$ cat src/rtl/led_mon_pkg.sv
// Shared types and pattern constants for the LED bus monitor.
package led_mon_pkg;

  typedef enum logic [2:0] {
    PH_IDLE = 3'd0,
    PH_R1   = 3'd1,
    PH_F1   = 3'd2,
    PH_R2   = 3'd3,
    PH_F2   = 3'd4,
    PH_R3   = 3'd5,
    PH_F3   = 3'd6,
    PH_ERR  = 3'd7
  } phase_e;

  typedef enum logic [2:0] {
    STEP_HOLD = 3'd0,
    STEP_UP   = 3'd1,
    STEP_DOWN = 3'd2,
    STEP_ZERO = 3'd3,
    STEP_BAD  = 3'd4
  } step_e;

  localparam logic [15:0] P4  = 16'h001F;
  localparam logic [15:0] P5  = 16'h003F;
  localparam logic [15:0] P10 = 16'h07FF;
  localparam logic [15:0] P15 = 16'hFFFF;

  // Thermometer code: contiguous ones from bit 0 (zero included).
  function automatic logic is_therm(input logic [15:0] v);
    logic [15:0] inc;
    inc = v + 16'd1;
    return ((v & inc) == 16'd0);
  endfunction

endpackage

$ cat src/rtl/led_step_classifier.sv
// Combinational classification of one bus sample against the previous one.
module led_step_classifier
  import led_mon_pkg::*;
(
  input  logic [15:0] prev_i,
  input  logic [15:0] leds_i,
  output step_e       step_o
);

  always_comb begin
    step_o = STEP_BAD;
    if (!is_therm(leds_i))                    step_o = STEP_BAD;
    else if (leds_i == prev_i)                step_o = STEP_HOLD;
    else if (leds_i == {prev_i[14:0], 1'b1})  step_o = STEP_UP;
    else if (leds_i == (prev_i >> 1))         step_o = STEP_DOWN;
    else if (leds_i == 16'd0)                 step_o = STEP_ZERO;
  end

endmodule

$ cat src/rtl/led_pattern_monitor.sv
// Passive monitor tracking the flasher's phase on the LED bus.
// Event counters are built only when LED_MON_COUNT_EN is defined.
module led_pattern_monitor
  import led_mon_pkg::*;
#(
  parameter int STALL_MAX = 4
) (
  input  logic        clk,
  input  logic        rst,
  input  logic [15:0] leds,
  output logic [2:0]  phase,
  output logic        active,
  output logic        done_pulse,
  output logic        kick_pulse,
  output logic        abort_pulse,
  output logic        err_pulse,
  output logic        err_sticky,
  output logic [7:0]  seq_count,
  output logic [7:0]  kick_count
);

  localparam int STALL_W = $clog2(STALL_MAX + 2);

  logic [15:0]        leds_q, prev_q;
  step_e              step;
  logic [STALL_W-1:0] stall_q, stall_d;
  logic               stall_hit;
  phase_e             phase_q, phase_d;
  logic               active_q, done_q, kick_q, abort_q, err_q, sticky_q;
  logic               done_d, kick_d, abort_d, err_d;
  logic               legal, up;

  led_step_classifier u_cls (
    .prev_i (prev_q),
    .leds_i (leds_q),
    .step_o (step)
  );

  // The counter parks at STALL_MAX+1 so a long stall reports only once.
  always_comb begin
    stall_d = '0;
    if (step == STEP_HOLD && leds_q != 16'd0)
      stall_d = (stall_q == STALL_W'(STALL_MAX + 1)) ? stall_q : stall_q + 1'b1;
  end

  assign stall_hit = (step == STEP_HOLD) && (leds_q != 16'd0) &&
                     (stall_q == STALL_W'(STALL_MAX));

  always_comb begin
    phase_d = phase_q;
    done_d  = 1'b0;
    kick_d  = 1'b0;
    abort_d = 1'b0;
    err_d   = 1'b0;
    legal   = 1'b0;
    up      = (step == STEP_UP);
    if (stall_hit || step == STEP_BAD) begin
      err_d   = 1'b1;
      phase_d = PH_ERR;
    end else if (phase_q == PH_ERR) begin
      if (leds_q == 16'd0 && prev_q == 16'd0) phase_d = PH_IDLE;
    end else if (step == STEP_ZERO) begin
      abort_d = 1'b1;
      phase_d = PH_IDLE;
    end else if (step == STEP_UP || step == STEP_DOWN) begin
      case (phase_q)
        PH_IDLE: if (up && leds_q == 16'h0001) begin legal = 1'b1; phase_d = PH_R1; end
        PH_R1: begin
          if (up && leds_q <= P5) legal = 1'b1;
          else if (!up && prev_q == P5) begin legal = 1'b1; phase_d = PH_F1; end
        end
        PH_F1: begin
          if (!up) legal = 1'b1;
          else if (prev_q == 16'd0) begin legal = 1'b1; phase_d = PH_R2; end
        end
        PH_R2: begin
          if (up && leds_q <= P10) legal = 1'b1;
          else if (!up && prev_q == P10) begin legal = 1'b1; phase_d = PH_F2; end
          else if (!up && prev_q == P5) begin legal = 1'b1; phase_d = PH_F1; kick_d = 1'b1; end
        end
        PH_F2: begin
          if (!up && prev_q > P4) legal = 1'b1;
          else if (prev_q == P4) begin
            legal   = 1'b1;
            phase_d = up ? PH_R3 : PH_F1;
            kick_d  = !up;
          end
        end
        PH_R3: begin
          if (up) legal = 1'b1;
          else if (prev_q == P15) begin legal = 1'b1; phase_d = PH_F3; end
          else if (prev_q == P5 || prev_q == P10) begin
            legal = 1'b1; phase_d = PH_F2; kick_d = 1'b1;
          end
        end
        PH_F3: begin
          if (!up) begin
            legal = 1'b1;
            if (leds_q == 16'd0) begin phase_d = PH_IDLE; done_d = 1'b1; end
          end
        end
        default: legal = 1'b0;
      endcase
      if (!legal) begin
        err_d   = 1'b1;
        kick_d  = 1'b0;
        done_d  = 1'b0;
        phase_d = PH_ERR;
      end
    end
  end

  always_ff @(posedge clk or negedge rst) begin
    if (!rst) begin
      leds_q   <= '0;
      prev_q   <= '0;
      stall_q  <= '0;
      phase_q  <= PH_IDLE;
      active_q <= 1'b0;
      done_q   <= 1'b0;
      kick_q   <= 1'b0;
      abort_q  <= 1'b0;
      err_q    <= 1'b0;
      sticky_q <= 1'b0;
    end else begin
      leds_q   <= leds;
      prev_q   <= leds_q;
      stall_q  <= stall_d;
      phase_q  <= phase_d;
      active_q <= (phase_d != PH_IDLE) && (phase_d != PH_ERR);
      done_q   <= done_d;
      kick_q   <= kick_d;
      abort_q  <= abort_d;
      err_q    <= err_d;
      sticky_q <= sticky_q | err_d;
    end
  end

  assign phase       = phase_q;
  assign active      = active_q;
  assign done_pulse  = done_q;
  assign kick_pulse  = kick_q;
  assign abort_pulse = abort_q;
  assign err_pulse   = err_q;
  assign err_sticky  = sticky_q;

`ifdef LED_MON_COUNT_EN
  logic [7:0] seq_cnt_q, kick_cnt_q;

  always_ff @(posedge clk or negedge rst) begin
    if (!rst) begin
      seq_cnt_q  <= '0;
      kick_cnt_q <= '0;
    end else begin
      if (done_d && seq_cnt_q != 8'hFF)  seq_cnt_q  <= seq_cnt_q + 8'd1;
      if (kick_d && kick_cnt_q != 8'hFF) kick_cnt_q <= kick_cnt_q + 8'd1;
    end
  end

  assign seq_count  = seq_cnt_q;
  assign kick_count = kick_cnt_q;
`else
  assign seq_count  = 8'd0;
  assign kick_count = 8'd0;
`endif

endmodule

$ cat config.mk
export PLATFORM = sky130hd
export DESIGN_NAME = led_pattern_monitor
export DESIGN_NICKNAME = d
export VERILOG_FILES = /design/src/rtl/led_mon_pkg.sv /design/src/rtl/led_step_classifier.sv /design/src/rtl/led_pattern_monitor.sv
export SDC_FILE = /design/constraint.sdc
export NUM_CORES = 1
export LEC_CHECK = 0
export ABC_CLOCK_PERIOD_IN_PS = 3300
export CAP_MARGIN = 20
export CORE_ASPECT_RATIO = 0.75
export CORE_MARGIN = 4
export CORE_UTILIZATION = 41
export DETAILED_ROUTE_END_ITERATION = 16
export PLACE_DENSITY = 0.65
export SLEW_MARGIN = 20
export SYNTH_ARGS = -nofsm -noshare
export SYNTH_HDL_FRONTEND = slang
export SYNTH_HIERARCHICAL = 1
export SYNTH_SLANG_ARGS = --single-unit
$ cat constraint.sdc
create_clock -name clk -period 3.3 [get_ports clk]
set_clock_uncertainty 0.05 [all_clocks]
set_input_delay 0.33 -clock clk [delete_from_list [all_inputs] [get_ports clk]]
set_output_delay 0.33 -clock clk [all_outputs]
set_load 0.005 [all_outputs]
==> impl_metrics.toml <==
[status]
status = "complete, but fails checks"
violations = "negative hold slack, negative setup slack"

[power]
powerDensity_nw_per_um2 = 328
leakagePower_nw = 1.52
power.total_mw = 1.20
peakVddDrop_uv = 222

[setup_path]
crit_cells = 12
path_delay_family = "simple AND/OR/NAND/NOR gates"
worstPathRequired_ns = 3.44
path_max_fanout = 4
max_stage_delay_ns = 0.46
worstSetupPathType = "reg -> reg"
end_kind = "flop"
crit_buf_inv = 0
start_kind = "flop"
worstPathCellList = "nor2b_4, a2111o_1, nor4_2, nand2_1, a311o_1, or3b_4, or3_4, nor3_4, and3b_1, nand3_1, nand2_1, or2_1"
cp_data_arrival_time_ns = 3.53
r2r_cells = 12
critPathSlowestCell = "dfrtp_2"
crit_top_cell = "nand2_1"

[yosys]
synth_area_um2 = 2850
ys_seq_area_share_pct = 38.6
yosys_warnings = 6
synth.top_cells.by_area = "dfrtp_1 (39%), xor2_1 (13%), buf_4 (4.2%)"
ys_seq_elements = 44
synth_mux_area_share_pct = 0.351
syn_avg_cell_area_um2 = 9.41
synthArstFlopShare_pct = 100
yosysTopAreaCell = "dfrtp_1"
synthAdderAreaFrac_pct = 1.32
synth_xor_area_share_pct = 14.4
synth_cells = 303
synth_top_family_by_area = "simple AND/OR/NAND/NOR gates"
synth_cell_types = 58
synthFlopType = "dfrtp_1"
synth-simple-area-share_pct = 27.4
yosysTopAreaCellShare_pct = 38.6
synth_compound_area_share_pct = 9.26
synth-edff-count = 0

[grt]
antenna_found_initial = 0
overflow = 0
met1_usage_pct = 26.1
met2_usage_pct = 28.7
grt_max_degree = 45
grt_pass1_wl_um = 12400
grt_pass1_vias = 2509
grt_use_total_pct = 18.9
busiest_layer = "met2"
use_met3_pct = 3.61

[route]
drt_iter0_drc = 228
post_drt_via_cell_ratio = 5.67
antenna_left = 0
drtPass1Iterations = 5
drc = 0
wl_per_cell_um = 16.8
routed_wl_um = 7590
via_count = 2555

[clock_tree]
hold_buffers = 0
cts-root-buf = "clkbuf_8"
tritoncts = "yes"
insertion_delay_ns = 0.31
cts.clk_slew.worst_paths_ns = 0.09
htreeDepth = 2
cts_max_path_buffers = 2
numCtsBuffers = 5
numClockSinks = 44

[cells_and_area]
num-fill-cells = 590
antennaDiodeCount = 0
drive_gt1_share_pct = 26.4
multi_input_area_um2 = 1660
nets = 387
register_area_um2 = 1110
mostFrequentLayoutCells = "buf_4 (51), xor2_1 (43), dfrtp_1 (37), clkdlybuf4s50_1 (25), nor2_1 (21)"
area.growth.synth_to_final_pct = 28.3
layout.cells.non_filler = 451
final_common_cell = "buf_4"
finish.utilization_pct = 53.8

[timing]
timing.fmax_mhz = 295
setup_slack_ns = -0.0857
relSlewSlack_pct = 56.9
fin_crit_sh_pct = 103
worst_pin_slew_ns = 0.630
rsz0062_at_grt = "true"
whs_ns = -0.0399
fin_crit_ns = 3.39
setup_viol_count_final = 4
finalMaxSlewViolations = 0
hold_viol = 44

[floorplan]
dieArea_um2 = 8370
fp.dieH_um = 80.2
core_region_area_um2 = 6800
rows = 26
io_pins = 43
start_util_pct = 41.9
die_w_um = 104

[place]
gp_congestion = 0.956
hpwl_um = 5550
numPortBuffers = 26
dpl.cell_count = 438
pre_cts_ws_ns = -0.158

[job]
cap_violations = 0

[hold_path]
hp-class = "in -> async"
-- cells by family after synthesis --
kind of cell / after synthesis
compound gates: 35
flops: 44
simple gates: 129
fa+ha+maj: 3
buf+inv: 43
xor+xnor: 47
mux: 1
other cells: 1
-- final cells by class --
| type | count | share of cell area (%) |
|---|---|---|
| Timing Repair Buffer | 77 | 17.6 |
| Multi-Input combinational cell | 231 | 45.3 |
| Sequential cell | 44 | 30.3 |
| Tap cell | 84 | 2.87 |
| Clock inverter | 3 | 1.30 |
| Inverter | 7 | 0.718 |
| Clock buffer | 5 | 1.88 |
-- synthesized netlist by cell type (2+ instances only) --
cell type,number
nand3_1,10
nor3_1,7
nand4b_1,2
and3_1,4
nand2_1,19
nor4_1,14
xor2_1,43
buf_2,4
a21oi_1,6
nand2b_1,4
xnor2_1,4
nor2_1,24
dfrtp_1,44
a311o_1,3
and4_1,6
a31oi_1,8
or3_1,3
a2111oi_0,2
buf_4,16
ha_1,3
nor2b_1,6
nand4_1,8
buf_6,2
or4_4,2
clkbuf_1,14
nor3b_1,2
o21ai_0,4
or4_1,3
inv_1,7
-- layer usage --
layer  share of wire, %  vias to the layer above
met1                 46                     1222
met5                  0                        -
li1                   -                     1161
met3                7.8                       19
met2                 44                      153
met4                2.5                        0
-- registers in the layout, summed over array words and instances, names as in the netlist --
signal	cells
phase	3
abort_pulse	1
err_sticky	1
done_pulse	1
stall_q	3
leds_q	16
active	1
err_pulse	1
prev_q	16
kick_pulse	1
-- worst paths after layout --
check	from	to	slack, ns
min	rst	prev_q[4]$_DFF_PN0_	-0.04
min reg2reg	err_sticky$_DFF_PN0_	err_sticky$_DFF_PN0_	0.42
min in group clk	leds[12]	leds_q[12]$_DFF_PN0_	0.40
max	leds_q[1]$_DFF_PN0_	err_sticky$_DFF_PN0_	-0.09
max in group asynchronous	rst	leds_q[14]$_DFF_PN0_	2.84
max reg2reg	leds_q[1]$_DFF_PN0_	err_sticky$_DFF_PN0_	-0.09
-- metrics by stage --
stage	hold WS, ns	cell area [um^2]	TNS [ns]
2_1_floorplan	-0.0156	2930	-0.136
3_3_place_gp	0.401	3410	-0.406
3_5_place_dp	0.401	3410	-0.581
4_1_cts	0.157	3580	-0.113
5_1_grt	0.00699	3660	-1.03
6_report	-0.0399	3660	-0.223
-- timing repair --
item | CTS | global route
gates resized for setup | 10 | 15
pin swaps | 7 | 4
hold endpoints to repair | 0 | 0
setup endpoints to repair | 5 | 6
buffers inserted | 3 | 2
cloned | 0 | 0
-- worst reg2reg max path, cell delays in order, from the launching register on --
cell	delay (ns)
dfrtp_2	0.46
nor2b_4	0.14
a2111o_1	0.39
nor4_2	0.21
nand2_1	0.10
a311o_1	0.37
or3b_4	0.40
or3_4	0.35
nor3_4	0.19
and3b_1	0.22
nand3_1	0.12
nand2_1	0.08
or2_1	0.21
-- power by group --
group / internal (mW) / switching [mW]
combinational: 0.0868 / 0.0855
sequential: 0.559 / 0.0352
clock: 0.228 / 0.204
total: 0.874 / 0.325
Power figures use the tool's default switching activity.
